--- config.mk ---
export PLATFORM = sky130hd
export DESIGN_NAME = t06_frame_diff_scanner_flat
export DESIGN_NICKNAME = d
export VERILOG_FILES = /design/src/rtl/t06_frame_diff_scanner_if.sv /design/src/rtl/t06_frame_diff_scanner.sv /design/src/flat_wrapper.sv
export SDC_FILE = /design/constraint.sdc
export NUM_CORES = 1
export LEC_CHECK = 0
export BUFFER_PORTS_ARGS = -buffer_cell sky130_fd_sc_hd__buf_2
export CORE_MARGIN = 4
export CORE_UTILIZATION = 35
export CTS_BUF_LIST = sky130_fd_sc_hd__clkbuf_2
export DETAILED_ROUTE_END_ITERATION = 16
export SYNTH_ARGS = -nofsm -noshare
export SYNTH_HDL_FRONTEND = slang
export SYNTH_SLANG_ARGS = --single-unit
--- constraint.sdc ---
create_clock -name clk -period 5.4 [get_ports clk]
set_input_delay 0.27 -clock clk [delete_from_list [all_inputs] [get_ports clk]]
set_output_delay 0.27 -clock clk [all_outputs]
set_load 0.005 [all_outputs]
--- src/rtl/t06_frame_diff_scanner_if.sv ---
// ---------------------------------------------------------------------------
// t06_frame_diff_scanner_if
// Purpose : bundles the two handshakes of the frame diff scanner: the cell
//           query towards the upstream game logic and the update record
//           stream towards the display driver.
// Signals : query_valid/req_x/req_y  - scanner asks for one cell's flags
//           obj_valid + border/head/body/apple - upstream answer
//           out_valid/out_ready       - record handshake
//           out_x/out_y/out_code/out_diff - record payload
// Modports: master = scanner side, slave = environment side.
// ---------------------------------------------------------------------------
interface t06_frame_diff_scanner_if #(
  parameter int GRID_W = 16,
  parameter int GRID_H = 12,
  parameter int CODE_W = 3
);
  localparam int XW = ($clog2(GRID_W) > 1) ? $clog2(GRID_W) : 1;
  localparam int YW = ($clog2(GRID_H) > 1) ? $clog2(GRID_H) : 1;

  logic              query_valid;
  logic [XW-1:0]     req_x;
  logic [YW-1:0]     req_y;
  logic              obj_valid;
  logic              border;
  logic              head;
  logic              body;
  logic              apple;
  logic              out_valid;
  logic              out_ready;
  logic [XW-1:0]     out_x;
  logic [YW-1:0]     out_y;
  logic [CODE_W-1:0] out_code;
  logic              out_diff;

  modport master (
    output query_valid, req_x, req_y,
    input  obj_valid, border, head, body, apple,
    output out_valid, out_x, out_y, out_code, out_diff,
    input  out_ready
  );

  modport slave (
    input  query_valid, req_x, req_y,
    output obj_valid, border, head, body, apple,
    input  out_valid, out_x, out_y, out_code, out_diff,
    output out_ready
  );
endinterface

--- src/rtl/t06_frame_diff_scanner.sv ---
// ---------------------------------------------------------------------------
// t06_frame_diff_scanner
// Purpose : scans a GRID_W x GRID_H grid in raster order once per frame,
//           encodes each cell's object flags to a priority code, compares it
//           with the stored previous frame and emits update records (changed
//           cells only, or every cell). Supports a sticky forced full redraw
//           and counts differing cells per frame.
// Ports   : clk, rst (sync, active high)
//           start      - begin a scan (ignored while busy)
//           mode_all   - sampled at start: 1 emit all cells, 0 changed only
//           clear_req  - force a full redraw on the next frame
//           busy       - scan in progress
//           frame_done - one-cycle pulse at end of scan
//           diff_count - differing cells in the last/current frame
//           bus        - query + record handshakes (master modport)
// ---------------------------------------------------------------------------
module t06_frame_diff_scanner #(
  parameter int GRID_W = 16,
  parameter int GRID_H = 12,
  parameter int CODE_W = 3
) (
  input  logic                                  clk,
  input  logic                                  rst,
  input  logic                                  start,
  input  logic                                  mode_all,
  input  logic                                  clear_req,
  output logic                                  busy,
  output logic                                  frame_done,
  output logic [$clog2(GRID_W*GRID_H+1)-1:0]    diff_count,
  t06_frame_diff_scanner_if.master              bus
);
  localparam int NCELL = GRID_W * GRID_H;
  localparam int XW    = ($clog2(GRID_W) > 1) ? $clog2(GRID_W) : 1;
  localparam int YW    = ($clog2(GRID_H) > 1) ? $clog2(GRID_H) : 1;
  localparam int AW    = ($clog2(NCELL) > 1) ? $clog2(NCELL) : 1;
  localparam int DW    = $clog2(NCELL + 1);

  typedef enum logic [1:0] {
    ST_IDLE  = 2'd0,
    ST_QUERY = 2'd1,
    ST_EMIT  = 2'd2,
    ST_DONE  = 2'd3
  } state_t;

  // Priority encoder: border beats head beats body beats apple.
  function automatic logic [CODE_W-1:0] enc_code(input logic b, input logic h,
                                                 input logic bo, input logic a);
    logic [2:0] c;
    if (b) begin
      c = 3'd4;
    end else if (h) begin
      c = 3'd1;
    end else if (bo) begin
      c = 3'd2;
    end else if (a) begin
      c = 3'd3;
    end else begin
      c = 3'd0;
    end
    return CODE_W'(c);
  endfunction

  state_t            state_r;
  state_t            state_nxt_s;
  logic [XW-1:0]     x_r;
  logic [YW-1:0]     y_r;
  logic              mode_all_r;
  logic              force_all_r;
  logic              force_pending_r;
  logic [DW-1:0]     diff_count_r;
  logic [XW-1:0]     out_x_r;
  logic [YW-1:0]     out_y_r;
  logic [CODE_W-1:0] out_code_r;
  logic              out_diff_r;
  logic [CODE_W-1:0] frame_mem_r [NCELL];

  logic              start_ok_s;
  logic              accept_s;
  logic [AW-1:0]     cell_idx_s;
  logic [CODE_W-1:0] code_s;
  logic              diff_s;
  logic              emit_s;
  logic              last_x_s;
  logic              last_cell_s;
  logic              advance_s;
  logic              query_valid_s;
  logic              out_valid_s;
  logic              busy_s;
  logic              frame_done_s;

  assign start_ok_s  = (state_r == ST_IDLE) && start;
  assign accept_s    = (state_r == ST_QUERY) && bus.obj_valid;
  assign cell_idx_s  = AW'(y_r) * AW'(GRID_W) + AW'(x_r);
  assign code_s      = enc_code(bus.border, bus.head, bus.body, bus.apple);
  assign diff_s      = force_all_r || (code_s != frame_mem_r[cell_idx_s]);
  assign emit_s      = mode_all_r || diff_s;
  assign last_x_s    = (x_r == XW'(GRID_W - 1));
  assign last_cell_s = last_x_s && (y_r == YW'(GRID_H - 1));
  // A cell is finished either when it is silently accepted or its record is taken.
  assign advance_s   = (accept_s && !emit_s) ||
                       ((state_r == ST_EMIT) && bus.out_ready);

  // State register.
  always_ff @(posedge clk) begin
    if (rst) begin
      state_r <= ST_IDLE;
    end else begin
      state_r <= state_nxt_s;
    end
  end

  // Next-state logic.
  always_comb begin
    state_nxt_s = state_r;
    case (state_r)
      ST_IDLE: begin
        if (start) begin
          state_nxt_s = ST_QUERY;
        end else begin
          state_nxt_s = ST_IDLE;
        end
      end
      ST_QUERY: begin
        if (accept_s && emit_s) begin
          state_nxt_s = ST_EMIT;
        end else if (accept_s && last_cell_s) begin
          state_nxt_s = ST_DONE;
        end else begin
          state_nxt_s = ST_QUERY;
        end
      end
      ST_EMIT: begin
        if (bus.out_ready && last_cell_s) begin
          state_nxt_s = ST_DONE;
        end else if (bus.out_ready) begin
          state_nxt_s = ST_QUERY;
        end else begin
          state_nxt_s = ST_EMIT;
        end
      end
      ST_DONE: begin
        state_nxt_s = ST_IDLE;
      end
      default: begin
        state_nxt_s = ST_IDLE;
      end
    endcase
  end

  // Output decode from the state register.
  always_comb begin
    query_valid_s = 1'b0;
    out_valid_s   = 1'b0;
    busy_s        = 1'b0;
    frame_done_s  = 1'b0;
    case (state_r)
      ST_IDLE: begin
        busy_s = 1'b0;
      end
      ST_QUERY: begin
        query_valid_s = 1'b1;
        busy_s        = 1'b1;
      end
      ST_EMIT: begin
        out_valid_s = 1'b1;
        busy_s      = 1'b1;
      end
      ST_DONE: begin
        busy_s       = 1'b1;
        frame_done_s = 1'b1;
      end
      default: begin
        busy_s = 1'b0;
      end
    endcase
  end

  // Scan position, frame control flags, diff counter and record latch.
  always_ff @(posedge clk) begin
    if (rst) begin
      x_r             <= {XW{1'b0}};
      y_r             <= {YW{1'b0}};
      mode_all_r      <= 1'b0;
      force_all_r     <= 1'b0;
      force_pending_r <= 1'b1;
      diff_count_r    <= {DW{1'b0}};
      out_x_r         <= {XW{1'b0}};
      out_y_r         <= {YW{1'b0}};
      out_code_r      <= {CODE_W{1'b0}};
      out_diff_r      <= 1'b0;
    end else begin
      // A clear_req arriving with start is folded into the frame being started.
      if (start_ok_s) begin
        force_all_r     <= force_pending_r || clear_req;
        force_pending_r <= 1'b0;
        mode_all_r      <= mode_all;
        diff_count_r    <= {DW{1'b0}};
      end else begin
        if (clear_req) begin
          force_pending_r <= 1'b1;
        end
        if (accept_s) begin
          diff_count_r <= diff_count_r + DW'(diff_s);
        end
      end

      if (start_ok_s) begin
        x_r <= {XW{1'b0}};
        y_r <= {YW{1'b0}};
      end else if (advance_s) begin
        if (last_cell_s) begin
          x_r <= {XW{1'b0}};
          y_r <= {YW{1'b0}};
        end else if (last_x_s) begin
          x_r <= {XW{1'b0}};
          y_r <= y_r + YW'(1);
        end else begin
          x_r <= x_r + XW'(1);
        end
      end

      if (accept_s && emit_s) begin
        out_x_r    <= x_r;
        out_y_r    <= y_r;
        out_code_r <= code_s;
        out_diff_r <= diff_s;
      end
    end
  end

  // Stored previous frame; written with each accepted cell's code.
  always_ff @(posedge clk) begin
    if (rst) begin
      for (int i = 0; i < NCELL; i++) begin
        frame_mem_r[i] <= {CODE_W{1'b0}};
      end
    end else if (accept_s) begin
      frame_mem_r[cell_idx_s] <= code_s;
    end
  end

  assign bus.query_valid = query_valid_s;
  assign bus.req_x       = x_r;
  assign bus.req_y       = y_r;
  assign bus.out_valid   = out_valid_s;
  assign bus.out_x       = out_x_r;
  assign bus.out_y       = out_y_r;
  assign bus.out_code    = out_code_r;
  assign bus.out_diff    = out_diff_r;
  assign busy            = busy_s;
  assign frame_done      = frame_done_s;
  assign diff_count      = diff_count_r;
endmodule
--- src/flat_wrapper.sv ---
// flat-port wrapper written by rule: the top's interface ports become plain ports
module t06_frame_diff_scanner_flat 
#(
  parameter int GRID_W = 16,
  parameter int GRID_H = 12,
  parameter int CODE_W = 3
)
  (clk, rst, start, mode_all, clear_req, busy, frame_done, diff_count, bus_query_valid, bus_req_x, bus_req_y, bus_obj_valid, bus_border, bus_head, bus_body, bus_apple, bus_out_valid, bus_out_x, bus_out_y, bus_out_code, bus_out_diff, bus_out_ready);
  t06_frame_diff_scanner_if #(.GRID_W(GRID_W), .GRID_H(GRID_H), .CODE_W(CODE_W)) bus_i ();
  input  logic clk;
  input  logic rst;
  input  logic start;
  input  logic mode_all;
  input  logic clear_req;
  output logic busy;
  output logic frame_done;
  output logic [$clog2(GRID_W*GRID_H+1)-1:0] diff_count;
  output wire logic [$bits(bus_i.query_valid)-1:0] bus_query_valid;
  output wire logic [$bits(bus_i.req_x)-1:0] bus_req_x;
  output wire logic [$bits(bus_i.req_y)-1:0] bus_req_y;
  input wire logic [$bits(bus_i.obj_valid)-1:0] bus_obj_valid;
  input wire logic [$bits(bus_i.border)-1:0] bus_border;
  input wire logic [$bits(bus_i.head)-1:0] bus_head;
  input wire logic [$bits(bus_i.body)-1:0] bus_body;
  input wire logic [$bits(bus_i.apple)-1:0] bus_apple;
  output wire logic [$bits(bus_i.out_valid)-1:0] bus_out_valid;
  output wire logic [$bits(bus_i.out_x)-1:0] bus_out_x;
  output wire logic [$bits(bus_i.out_y)-1:0] bus_out_y;
  output wire logic [$bits(bus_i.out_code)-1:0] bus_out_code;
  output wire logic [$bits(bus_i.out_diff)-1:0] bus_out_diff;
  input wire logic [$bits(bus_i.out_ready)-1:0] bus_out_ready;
  assign bus_query_valid = bus_i.query_valid;
  assign bus_req_x = bus_i.req_x;
  assign bus_req_y = bus_i.req_y;
  assign bus_i.obj_valid = bus_obj_valid;
  assign bus_i.border = bus_border;
  assign bus_i.head = bus_head;
  assign bus_i.body = bus_body;
  assign bus_i.apple = bus_apple;
  assign bus_out_valid = bus_i.out_valid;
  assign bus_out_x = bus_i.out_x;
  assign bus_out_y = bus_i.out_y;
  assign bus_out_code = bus_i.out_code;
  assign bus_out_diff = bus_i.out_diff;
  assign bus_i.out_ready = bus_out_ready;
  t06_frame_diff_scanner #(.GRID_W(GRID_W), .GRID_H(GRID_H), .CODE_W(CODE_W)) u_core (.clk(clk), .rst(rst), .start(start), .mode_all(mode_all), .clear_req(clear_req), .busy(busy), .frame_done(frame_done), .diff_count(diff_count), .bus(bus_i));
endmodule
==> metrics.md, run 1 <==
| Metric | Value |
|---|---|
| Status | `finished clean` |
| Clock-pin slew on the worst setup and hold paths | `120 ps` |
| Area contributors post-synth | `edfxtp_1, mux4_2, nor2_1` |
| DRT Pass-1 Iters | `7` |
| P_sw | `2.89 mW` |
| Worst setup path class | `register to register` |
| CTS tree | `done` |
| Reg2reg path depth | `13` |
| Critical-path maximum fanout | `36` |
| HPWL after detailed placement | `64.1 mm` |
| Final Hold Viols | `0` |
| Synth unique cells | `70` |
| Syn avg cell area | `14.0 um2` |
| Post-synthesis register bit count | `801` |
| Crit start category | `register` |
| Initial antenna violation count | `2` |
| Gate power share | `0.045` |
| Post-Syn Instances | `2572` |
| CTS max path bufs | `3` |
| Post-synth top cells | `edfxtp_1, nor2_1, o21bai_1` |
| Port Buffer Count | `42` |
| Worst slack, placed | `597 ps` |
| Max-cap violations | `0` |
| Die area | `108000 um2` |
| Later-pin clock latency in the skew report | `1460 ps` |
| CTS Sinks | `801` |
| Leakage power | `11.9 nW` |
| Worst Hold End | `u_core.frame_mem_r[189][2]` |
| Top-area cell type share of the netlist area | `0.640` |
| RR Startpoint | `u_core.bus.req_x[0]` |
| Dominant synthesized flop cell | `edfxtp_1` |
| Non-filler cells, final | `4186` |
| Post-synth EDFFs | `768` |
| RSZ-0062 raised after global routing | `false` |
| Synth Cell Area | `36000 um2` |
| Total GRT Usage | `0.190` |
| Hold Path Cell Cnt | `3` |
| CTS buffer count | `197` |
| Final min period | `5230 ps` |
| Io pins | `43` |
| Post-CTS setup buffers | `0` |
| Drc violations | `0` |
| VDD IR max | `0.000145 V` |
| WL/cell | `24.5 um` |
| Critical path data required time | `6800 ps` |
| Crit path DAT | `6640 ps` |
| Worst clock skew | `109 ps` |
| Nets | `2687` |
| CP endpoint kind | `register` |
| Dominant cell by count in the synthesized netlist | `edfxtp_1` |
| Vias in the first global route | `23734` |
| First-pass GRT wire length | `154 mm` |
| Post-route ant nets | `0` |
| Worst r2r dst | `u_core.state_r[0]` |
| Largest net degree at the start of global routing | `82` |
| Reg2Reg Setup Slack | `170 ps` |
| FFs w/ async S/R, synth | `0` |
| Post-synth top area cell | `edfxtp_1` |
| Worst hold start | `rst` |
| Final setup violation count | `0` |
| Initial Util | `0.353` |
| Pwr dens | `295 nW/um2` |
| Int Power | `8.80 mW` |
| Gp weighted congestion | `0.862` |
| Remaining global-route overflow | `0` |
| Post-placement cell count | `3809` |
| Total wire length | `102 mm` |
| Root Buffer | `clkbuf_2` |
| Vias | `23428` |
| Die width | `329 um` |
| Die Height | `329 um` |
| Fin crit share | `0.969` |
| Setup TNS | `0 ps` |
| F_max | `191 MHz` |
| Synthesis-to-finish area growth | `10.1%` |
| Number of vias per cell | `5.60` |
| Yosys warning count | `0` |
| Core area | `102000 um2` |
| Worst-Margin Slew | `1280 ps` |
| Final WS setup | `166 ps` |
| Switching Share | `0.248` |
| FP Rows | `117` |
| Relative slew slack | `0.148` |
| Clock power frac | `0.349` |
| Syn nets | `2593` |
| HP Class | `primary input to register` |
| Slew Limit Fails | `0` |
| Finished Cell Area | `39700 um2` |
| Sequential area share after synthesis | `0.658` |
| Starting DRT DRC Count | `2816` |
| Share of cells above drive strength 1 | `0.232` |
| H-tree Lvls | `4` |
| Dpl cell area | `37600 um2` |
| Sequential Power Share | `0.606` |
[cell usage in the layout, fill, tap and decap left out, drive strengths merged, types with 7 or more instances in the layout]
master	synthesis	layout
clkbuf	191	282
nor2b	10	10
o21bai	192	192
a22o	12	12
a211oi	8	8
o22ai	10	10
nor2	694	694
nand3	49	49
a21oi	23	23
dfxtp	33	33
mux2	27	27
mux4	172	172
buf	63	123
nand2b	8	8
a22oi	18	18
dlygate4sd3	0	26
clkinv	1	54
inv	7	13
and2	9	9
nand2	84	84
nand4	12	12
and3	7	7
ha	10	10
nor3	8	8
a31oi	10	10
edfxtp	768	768
mux2i	56	56
o21ai	19	19
[how the worst max path moves through the flow]
| stage | end | startpoint | slack (ps) | depth (start not counted) |
|---|---|---|---|---|
| after global routing | u_core.state_r[0] | u_core.bus.req_x[0] | 60 | 13 |
| after CTS | u_core.state_r[1] | u_core.bus.req_x[0] | 370 | 14 |
| after detailed placement | u_core.diff_count[4] | u_core.bus.req_x[0] | 600 | 15 |
| after floorplan | u_core.bus.req_x[2] | u_core.bus.req_x[1] | 1570 | 14 |
| after global placement | u_core.diff_count[4] | u_core.bus.req_x[0] | 460 | 15 |
| final | u_core.state_r[0] | u_core.bus.req_x[0] | 170 | 13 |
[state kept, by name, summed over array words and instances (netlist names)]
signal / cells
u_core.bus.out_code: 3
u_core.bus.out_diff: 1
u_core.bus.out_x: 4
u_core.bus.out_y: 4
u_core.bus.req_x: 4
u_core.bus.req_y: 4
u_core.diff_count: 8
u_core.force_all_r: 1
u_core.force_pending_r: 1
u_core.frame_mem_r: 768
u_core.mode_all_r: 1
u_core.state_r: 2
[power by group through the flow]
stage / sequential, mW / clock (mW) / combinational (mW)
2_1_floorplan: 7.18 / 0 / 0.365
3_3_place_gp: 7.21 / 0 / 0.494
3_5_place_dp: 7.22 / 0 / 0.505
4_1_cts: 7.08 / 4.18 / 0.526
5_1_grt: 7.10 / 4.54 / 0.561
6_report: 7.08 / 4.08 / 0.527
[logic make-up (layout without fill, tap and decap cells)]
kind of cell | count (synthesis) | after routing | synth area share
AND/OR/NAND/NOR | 900 | 900 | 0.101
adder cells (fa/ha/maj) | 10 | 10 | 0.00347
other | 0 | 4 | 0
multiplexers | 255 | 255 | 0.133
AO/OA/AOI/OAI | 335 | 335 | 0.0687
buffers and inverters | 262 | 504 | 0.0334
flip-flops | 801 | 801 | 0.658
XOR/XNOR | 9 | 9 | 0.00219
[metrics by stage]
stage / hold slack [ps] / total power, mW / util
5_1_grt: 161 / 12.2 / 0.389
4_1_cts: 70.1 / 11.8 / 0.389
6_report: 277 / 11.7 / 0.389
2_1_floorplan: 369 / 7.54 / -
3_3_place_gp: 469 / 7.70 / 0.368
3_5_place_dp: 480 / 7.73 / 0.368
[layer usage]
metal | global-route usage | routed length, um
met4 | 0.0786 | 3900
met2 | 0.296 | 47300
met1 | 0.254 | 40800
met3 | 0.0483 | 10400
met5 | 0 | 16
[area by class of cell]
| class | count | area, um2 |
|---|---|---|
| antenna | 4 | 10.0 |
| clock buffer | 282 | 1410 |
| clock inverter | 65 | 390 |
| fill | 9547 | 62400 |
| inverter | 8 | 30.0 |
| multi-input combinational | 1509 | 11200 |
| sequential | 801 | 23700 |
| tap | 1368 | 1710 |
| timing repair buffer | 149 | 1190 |
[repair_timing]
action | 4_1_cts | 5_1_grt
endpoints found under the setup margin | 0 | 0
hold buffers | 26 | 0
hold endpoints to repair | 476 | 0
gates resized for setup | 0 | 0
[critical path, stage by stage, from the launching register on]
cell,delay [ps]
dfxtp_4,710
buf_12,280
buf_12,280
mux4_2,550
o311ai_0,750
a2bb2oi_1,310
nor4b_1,110
xor2_1,150
or4_1,750
o21ai_2,200
buf_4,250
nand3b_1,100
o31ai_1,80
dlygate4sd3_1,580
Note: power is estimated with default switching activity, not from simulation.
==> inputs of run 2 (changes only) <==
Clock period 5.4 ns to 5.8 ns, I/O delays scaled along.
==> run 2 against run 1 <==
Net effect: the flow now finishes with violations (negative setup slack); power decreased by 7.2%; wire length rose by 0.36%; critical path depth shrank 1; flip-flop and latch count stayed put; core utilization is 0.10 points lower; sequential power shrank 7.1%; final cell count down 0.72%; maximum frequency shrank 9.8%; worst setup slack worse by 170 ps.
==> metrics.md, run 2 (synthesis results as in run 1) <==
| Metric | Value |
|---|---|
| Top reg by flops | `u_core.frame_mem_r` |
| Critical Path Source | `u_core.bus.req_y[0]` |
| Synthesis-to-finish area growth | `9.81%` |
| Port Buffer Count | `42` |
| Switching Share | `0.242` |
| Pwr dens | `274 nW/um2` |
| HP Class | `primary input to register` |
| CTS tree | `done` |
| Die Height | `329 um` |
| VDD IR max | `0.000128 V` |
| Crit start category | `register` |
| Io pins | `43` |
| Commonest cells after routing, fill and taps aside | `edfxtp_1, nor2_1, clkbuf_2, o21bai_1, mux4_2` |
| CP endpoint kind | `register` |
| CTS Sinks | `801` |
| Leakage power | `11.9 nW` |
| Clock-pin slew on the worst setup and hold paths | `110 ps` |
| Total GRT Usage | `0.188` |
| Setup TNS | `-0.795 ps` |
| CTS buffer count | `197` |
| Share of cells above drive strength 1 | `0.227` |
| Starting DRT DRC Count | `2876` |
| Worst hold start | `bus_border` |
| WL/cell | `24.7 um` |
| Root Buffer | `clkbuf_2` |
| Sequential Power Share | `0.607` |
| Failing checks | `negative setup slack` |
| Fin crit share | `1.00` |
| Die area | `108000 um2` |
| Final WS setup | `-0.795 ps` |
| Drc violations | `0` |
| Vias in the first global route | `23583` |
| Gate power share | `0.046` |
| Worst slack, placed | `818 ps` |
| F_max | `172 MHz` |
| Post-route ant nets | `0` |
| DRT Pass-1 Iters | `7` |
| Core area | `102000 um2` |
| Max reg flops | `768` |
| RR Startpoint | `u_core.bus.req_y[0]` |
| Largest net degree at the start of global routing | `88` |
| Int Power | `8.23 mW` |
| FP Rows | `117` |
| P_sw | `2.62 mW` |
| Nets | `2678` |
| Total wire length | `103 mm` |
| Later-pin clock latency in the skew report | `1420 ps` |
| Final Hold Viols | `0` |
| Slew Limit Fails | `0` |
| Critical path data required time | `7090 ps` |
| Clock power frac | `0.348` |
| Gp weighted congestion | `0.832` |
| CTS max path bufs | `3` |
| Relative slew slack | `0.150` |
| Status | `complete, but fails checks` |
| Crit path DAT | `7090 ps` |
| Worst-Margin Slew | `1270 ps` |
| Max-cap violations | `0` |
| Initial antenna violation count | `3` |
| Number of vias per cell | `5.59` |
| Critical-path maximum fanout | `13` |
| Final setup violation count | `1` |
| RSZ-0062 raised after global routing | `false` |
| H-tree Lvls | `4` |
| Vias | `23245` |
| Initial Util | `0.353` |
| HPWL after detailed placement | `62.7 mm` |
| Worst setup path class | `register to register` |
| Dpl cell area | `37500 um2` |
| First-pass GRT wire length | `152 mm` |
| Remaining global-route overflow | `0` |
| Commonest non-fill, non-tap cell in the layout | `edfxtp_1` |
| Final Util | `0.388` |
| Worst clock skew | `103 ps` |
| Die width | `329 um` |
| Finished Cell Area | `39600 um2` |
| Final min period | `5800 ps` |
run 2: layout make-up:
class	instances	area, um2
Clock inverter	49	343
Inverter	8	30.0
Sequential cell	801	23700
Tap cell	1368	1710
Antenna cell	2	5.00
Fill cell	9621	62500
Multi-Input combinational cell	1509	11200
Timing Repair Buffer	140	1150
Clock buffer	279	1400
run 2: path summary, 6_finish.rpt:
check | cells after the start | slack (ps) | endpoint
hold reg to reg | 2 | 490 | u_core.diff_count[0]
hold / removal | 3 | 130 | u_core.frame_mem_r[246][2]
setup reg to reg | 12 | -0.8 | u_core.bus.req_y[3]
setup / recovery | 12 | -0.8 | u_core.bus.req_y[3]
run 2: critical path: stages, from the launching register on:
cell and delay [ps]:
dfxtp_2 470, buf_4 280, nor2b_1 1000, o221ai_1 290
a211oi_1 840, nor4_1 210, nor4_2 220, xnor2_1 90
or4_1 610, o41ai_1 420, dlygate4sd3_1 600, a31oi_1 80
dlygate4sd3_1 560
run 2: repair_timing:
action,in CTS,in global routing
hold buffers,29,0
hold endpoints to repair,330,0
endpoints found under the setup margin,0,3
setup buffers,0,1
resized for setup,0,1
run 2: power by group through the flow:
stage | registers [mW] | logic [mW] | clock network, mW
floorplan | 6.68 | 0.340 | 0
global placement | 6.71 | 0.456 | 0
detailed placement | 6.72 | 0.468 | 0
CTS | 6.59 | 0.488 | 3.85
global route | 6.60 | 0.526 | 4.16
finish | 6.58 | 0.494 | 3.77
run 2: per-stage QoR:
step / total power, mW / hold WS [ps] / std cells
after detailed placement: 7.19 / 479 / 3796
after floorplan: 7.02 / 389 / 2572
after global routing: 11.3 / 41.9 / 4155
after CTS: 10.9 / 11.5 / 4153
final: 10.9 / 134 / 4156
after global placement: 7.16 / 468 / 3796
run 2: layer usage:
| layer | track usage | routed length, um | vias up |
|---|---|---|---|
| li1 | - | - | 9878 |
| met1 | 0.244 | 39900 | 11843 |
| met2 | 0.306 | 49500 | 1310 |
| met3 | 0.0468 | 10000 | 214 |
| met4 | 0.0729 | 3430 | 0 |
| met5 | 0 | 0 | - |
